$ cat src/rtl/if_stage.sv
`default_nettype none
// ============================================================================
// Module   : if_stage
// Brief    : Instruction fetch stage: fetch PC, redirects, stalls, fault
//            capture and fetch/cycle counters.
// Revision : 1.0  initial release
// ============================================================================
module if_stage #(
    parameter logic [31:0] RESET_PC = 32'h4000_0000,
    parameter int          BIOS_AW  = 12,
    parameter int          IMEM_AW  = 14
) (
    input  logic               clk,
    input  logic               rst,
    input  logic               ex_flush,
    input  logic [31:0]        ex_target,
    input  logic               id_stall,
    input  logic [31:0]        id_target,
    input  logic               id_target_taken,
    output logic [BIOS_AW-1:0] bios_addr,
    output logic [IMEM_AW-1:0] imem_addr,
    output logic [31:0]        id_pc,
    output logic               id_valid,
    output logic               fetch_fault,
    output logic [31:0]        cycle_cnt,
    output logic [31:0]        fetch_cnt
);

    typedef enum logic [1:0] {
        ST_BOOT  = 2'd0,
        ST_RUN   = 2'd1,
        ST_FAULT = 2'd2
    } state_t;

    state_t      state_q, state_d;
    logic [31:0] id_pc_q, id_pc_d;
    logic        fetch_fault_q, fetch_fault_d;
    logic [31:0] cycle_cnt_q, cycle_cnt_d;
    logic [31:0] fetch_cnt_q, fetch_cnt_d;
    logic [31:0] next_pc;

    always_comb begin
        state_d       = state_q;
        next_pc       = id_pc_q;
        fetch_fault_d = fetch_fault_q;
        case (state_q)
            ST_BOOT: begin
                next_pc = RESET_PC;
                state_d = ST_RUN;
            end
            ST_RUN: begin
                if (ex_flush) begin
                    next_pc = ex_target;
                    if (ex_target[1:0] != 2'b00) begin
                        state_d       = ST_FAULT;
                        fetch_fault_d = 1'b1;
                    end
                end else if (id_stall) begin
                    next_pc = id_pc_q;
                end else if (id_target_taken) begin
                    next_pc = id_target;
                    if (id_target[1:0] != 2'b00) begin
                        state_d       = ST_FAULT;
                        fetch_fault_d = 1'b1;
                    end
                end else begin
                    next_pc = id_pc_q + 32'd4;
                end
            end
            ST_FAULT: begin
                // Only an EX redirect can recover; a misaligned one just re-captures.
                if (ex_flush) begin
                    next_pc = ex_target;
                    if (ex_target[1:0] == 2'b00) begin
                        state_d       = ST_RUN;
                        fetch_fault_d = 1'b0;
                    end
                end
            end
            default: begin
                next_pc = RESET_PC;
                state_d = ST_BOOT;
            end
        endcase
    end

    always_comb begin
        id_pc_d     = next_pc;
        cycle_cnt_d = cycle_cnt_q + 32'd1;
        fetch_cnt_d = fetch_cnt_q;
        if ((state_q == ST_RUN) && !id_stall && !ex_flush) begin
            fetch_cnt_d = fetch_cnt_q + 32'd1;
        end
    end

    always_ff @(posedge clk or posedge rst) begin
        if (rst) begin
            state_q       <= ST_BOOT;
            id_pc_q       <= RESET_PC;
            fetch_fault_q <= 1'b0;
            cycle_cnt_q   <= 32'd0;
            fetch_cnt_q   <= 32'd0;
        end else begin
            state_q       <= state_d;
            id_pc_q       <= id_pc_d;
            fetch_fault_q <= fetch_fault_d;
            cycle_cnt_q   <= cycle_cnt_d;
            fetch_cnt_q   <= fetch_cnt_d;
        end
    end

    assign bios_addr   = next_pc[BIOS_AW+1:2];
    assign imem_addr   = next_pc[IMEM_AW+1:2];
    assign id_pc       = id_pc_q;
    assign id_valid    = (state_q == ST_RUN);
    assign fetch_fault = fetch_fault_q;
    assign cycle_cnt   = cycle_cnt_q;
    assign fetch_cnt   = fetch_cnt_q;

endmodule
`default_nettype wire
$ cat config.mk
export PLATFORM = sky130hd
export DESIGN_NAME = if_stage
export DESIGN_NICKNAME = d
export VERILOG_FILES = /design/src/rtl/if_stage.sv
export SDC_FILE = /design/constraint.sdc
export NUM_CORES = 1
export LEC_CHECK = 0
export ABC_CLOCK_PERIOD_IN_PS = 6900
export BUFFER_PORTS_ARGS = -buffer_cell sky130_fd_sc_hd__buf_2
export CAP_MARGIN = 20
export CORE_MARGIN = 2
export CORE_UTILIZATION = 55
export CTS_BUF_LIST = sky130_fd_sc_hd__clkbuf_8
export DETAILED_ROUTE_END_ITERATION = 12
export PLACE_DENSITY = 0.92
export SYNTH_ARGS = -nofsm -noshare
export SYNTH_HDL_FRONTEND = slang
export SYNTH_SLANG_ARGS = --single-unit
$ cat constraint.sdc
create_clock -name clk -period 6.9 [get_ports clk]
set_input_delay 1.035 -clock clk [delete_from_list [all_inputs] [get_ports clk]]
set_output_delay 1.035 -clock clk [all_outputs]
set_load 0.02 [all_outputs]
## After elaboration in Yosys (flattened, before gate mapping)

Index checks and enable logic that the tools add are counted.

| word-level totals | value |
|---|---|
| bits of input ports | 69 |
| logic and storage cells | 50 |
| flip-flop bits (word level) | 99 |
| output and inout bits | 124 |

| cells by class | value |
|---|---|
| equal/unequal tests | 8 |
| add/subtract/negate cells | 3 |
| reduce and logical (&&, ||, !) cells | 12 |
| mux-type cells | 21 |

Operator list:

| kind | count |
|---|---|
| 32-bit 2-to-1 mux | 4 |
| 32-bit by 1-bit adder with 32-bit output, second input constant | 2 |
| 32-bit one-hot mux with 2 select lines | 1 |
| 32-bit by 3-bit adder with 32-bit output, second input constant | 1 |
| 2-bit 2-to-1 mux | 7 |
| 1-bit 2-to-1 mux | 7 |
| 7-bit AND reduction | 1 |
| 3-bit by 2-bit inequality test with 1-bit output, second input constant | 2 |
| 3-bit inequality test, second input constant | 2 |
| 2-bit one-hot mux with 3 select lines | 1 |
| 6-bit AND reduction | 1 |
| 2-bit nonzero test | 3 |
| 2-bit zero test | 2 |
| 2-bit inequality test, second input constant | 2 |
| 2-bit by 1-bit == test with 1-bit output, second input constant | 1 |
| 2-bit == test, second input constant | 1 |
| 1-bit logical AND | 2 |
| 1-bit zero test | 2 |
| 1-bit one-hot mux with 2 select lines | 1 |
| 2-bit AND reduction | 1 |

## Depth between registers and ports, before layout

| logic depth | value |
|---|---|
| depth in word-level cells | 6 |
| mapped depth | 9 |
| gate-level depth less buffers | 7 |

## Worst setup path before layout

OpenSTA, ideal clock, no wires.

| path | value |
|---|---|
| path kind | input port to output port |
| start point | in id_target_taken |
| end point | out bios_addr[2] |
| arrival time | 2.441 ns |
| data required time | 5.865 ns |
| path buffers | 4 |
| stages | 8 |
| setup slack | 3.424 ns |
| cell sequence | buf_2 buf_1 clkbuf_1 nor2_1 o21bai_1 nand4_1 a21oi_1 buf_4 |

| on the way | value |
|---|---|
| longest elaborated chain between the ends | 4 |

Ends and longest elaborated chain:

| what | line | RTL |
|---|---|---|
| start: declaration | 19 | `input logic id_target_taken,` |
| 32-bit 2-to-1 mux | 60 | `end else if (id_target_taken) begin` |
| 32-bit 2-to-1 mux | 58 | `end else if (id_stall) begin` |
| 32-bit 2-to-1 mux | 52 | `if (ex_flush) begin` |
| 32-bit one-hot mux with 2 select lines | 46 | `case (state_q)` |
| end: declaration | 20 | `output logic [BIOS_AW-1:0] bios_addr,` |

Every way passes these cells. The select of a mux whose other input is x is not followed.

## Final worst setup path

| path | value |
|---|---|
| start point | reg state_q[1] |
| end point | out bios_addr[8] |

| on the way | value |
|---|---|
| longest elaborated chain between the ends | 2 |
| elaborated cells on any way between the ends | 3 |
| classes of those cells | eq/ne: 2; mux: 1 |

Ends and longest elaborated chain:

| what | line | RTL |
|---|---|---|
| start: declaration | 35 | `state_t state_q, state_d;` |
| start signal: assignment | 104 | `state_q <= state_d;` |
| 2-bit == test / 2-bit by 1-bit == test with 1-bit output (equally long branches) | 46 |  |
| 32-bit one-hot mux with 2 select lines * | 46 |  |

Every way passes the cells marked *; elsewhere a longest branch is shown, timed or not.

==> results.md <==
* Run status: finished, final reports clean
* Ys Warns at 0
* Pre-CTS setup slack at 3.04 ns
* DRT iter0 DRCs at between 400 and 500
* Setup Buffers After CTS at 0
* Drt first pass iters at 5
* TritonCTS buffer count at 9
* Port Buffers at around 190
* Setup TNS at 0 ns
* Synth top area cells: dfrtp_1, xnor2_1, nand2_1
* Vias at between 5000 and 6000
* Worst Hold Class: flip-flop to flip-flop
* Rows at 37
* CTS max path bufs at 2
* Multi-input logic area at between 3000 and 4000 µm²
* Pins Over Slew Limit at 0
* Vias per cell at ~6
* CTS tree: built
* Synth Instances at 635
* # DRC at 0
* GRT overflow at 0
* Clk sink count at just under 100
* Initial antenna violation count at 0
* Arrival time of the worst setup path at 2.99 ns
* Power Dens Cells at just under 300 nW/µm²
* Synthesized flop and latch total at between 90 and 100
* Post-DP HPWL at between 10 and 15 mm
* H-tree levels at 3
* Post-CTS Hold Fix Bufs at 0
* WP data required at approximately 5.9 ns
* Tmin final at approximately 4.0 ns
* Top Ports at approximately 190
* Layout area overhead at 17.4%
* Post-synthesis async set-or-reset flop share at 1.00
* Clk root buf: clkbuf_8
* Hold Vio Cnt, Final at 0
* CP Capture Type: primary output
* WHS at 0.471 ns
* RSZ-0062 raised after global routing: false
* Yosys top cell by area: dfrtp_1
* Vias in the first global route at 5241
* Rel. slew slack at 0.391
* Critical-path maximum fanout at 21
* Synth top area share at 0.415
* Worst slew pin tran at between 0.9 and 1 ns
* Post_cts resized at 0
* Post-synth net total at between 700 and 800
* Global-route wire length before repair at around 26 mm
* Synthesized area per cell at 9.31 µm²
* Max Cap Violations at 0
* Layout Skew at ~0.01 ns
* Die H at between 100 and 150 µm
* Post-route setup slack at ~2.9 ns
* Peak VDD IR at roughly 0.24 mV
* Number of enable flip-flop cells after synthesis at 0
* Ratio of cells with drive above 1 in the final layout at 0.295
* CTS clk-pin slew, worst paths at about 0.11 ns
* Antenna Nets Post-Route at 0
* Fin crit share at 0.583
* Gr usage total at 0.281
* P_leak at about 3.4 nW
* Routed Wire Length at between 15 and 20 mm
* Peak Freq at 0.248 GHz
* Netlist Area Pre-Place at ~6000 µm²
* Starting Density at 0.570
* Top_reg_cell synth: dfrtp_1
* Seq/Total Area, Yosys at 0.419
* Final setup fails at 0
* GPL Wtd Cong at ~0.9
* Top cells by count, synth: dfrtp_1, nand2_1, xnor2_1, nand3_1, nor2_1
* Nets@finish at ~860
* Die Area at between 10000 and 15000 µm²
* Synth unique cells at between 60 and 70
* WS Path Type: flip-flop to primary output
* Register area at between 2000 and 2500 µm²
* Core area at between 10000 and 15000 µm²
* Startpoint types: flip-flop
* Die X at around 110 µm
* WL per Instance at roughly 18 µm
* Ant. Diodes at 0
* Filler cells at 840
* Worst skew pair latency at roughly 0.37 ns
* Count leader, synth: dfrtp_1
* Largest net degree at the start of global routing at 69
## through the flow
stage	total power, mW	cell area [µm²]	cells	util
after floorplan	1.42	5910	635	-
after global placement	1.60	6720	906	0.648
after detailed placement	1.62	6720	906	0.648
after CTS	2.02	6930	922	0.669
after global routing	2.13	6940	923	0.669
final	2.03	6940	923	0.669
## routing by layer
layer,vias up,track usage,wire [µm]
met5,-,0,0
met4,0,0.117,395
met3,41,0.0381,1350
met2,336,0.461,7960
met1,2660,0.373,6780
li1,2587,-,-
## registers in the layout, indices dropped and copies added, names as in the netlist
register and cells:
cycle_cnt 32, fetch_fault 1, state_q 2, id_pc 32, fetch_cnt 32
## cell type report
class,count,share of cell area
clock buffers,9,0.0178
clock inverters,7,0.0128
inverters,9,0.00523
multi-input cells,469,0.442
flip-flops and latches,99,0.357
well taps,136,0.0245
repair buffers,194,0.141
## layout by cell type (no fill, tap or decap), types with 7 or more instances in the layout
cell / Yosys / layout
buf_2: 14 / 192
dfrtp_1: 98 / 98
nand2_1: 59 / 59
xnor2_1: 47 / 47
nand3_1: 42 / 42
nor2_1: 31 / 31
nand4_1: 29 / 29
a21oi_1: 23 / 23
xor2_1: 22 / 22
o21ai_0: 19 / 19
and3_1: 18 / 18
o21ai_1: 16 / 16
and4_1: 14 / 14
nor3_1: 13 / 13
a22oi_1: 12 / 12
a22o_1: 10 / 10
and2_1: 9 / 9
clkbuf_8: 0 / 9
nand2b_1: 7 / 7
a31oi_1: 7 / 7
a221oi_1: 7 / 7
ha_1: 7 / 7
## worst paths after layout
check / start / to / slack (ns) / cells past startpoint
hold reg to reg: fetch_cnt[31] / fetch_cnt[31] / 0.47 / 1
hold / removal: fetch_cnt[31] / fetch_cnt[31] / 0.47 / 1
setup / recovery: state_q[1] / bios_addr[8] / 2.87 / 6
setup reg to reg: state_q[1] / fetch_cnt[23] / 3.55 / 7
max in group asynchronous: rst / cycle_cnt[1] / 5.02 / 3
min in group asynchronous: rst / fetch_cnt[8] / 0.64 / 2
## power breakdown
group / total, mW / switching, mW / internal [mW]
registers: 0.808 / 0.144 / 0.664
logic: 0.817 / 0.533 / 0.284
clock network: 0.403 / 0.229 / 0.174
total: 2.03 / 0.906 / 1.12
## kinds of logic after synthesis
kind of cell	count (synthesis)	synth area share
and+or+nand+nor	255	0.242
AOI/OAI and AO/OA	132	0.150
DFF	99	0.419
xor gates and xnor gates	69	0.102
buffers and inverters	67	0.0620
adders and majority gates	7	0.0148
muxes	6	0.0106
## critical path: stages (launching register included)
cell	delay, ns
dfrtp_1	0.43
inv_1	0.09
ha_1	0.61
nor3b_2	0.84
nand2_1	0.14
o22ai_1	0.28
buf_2	0.23
No activity file was read; power rests on OpenSTA's default activity.
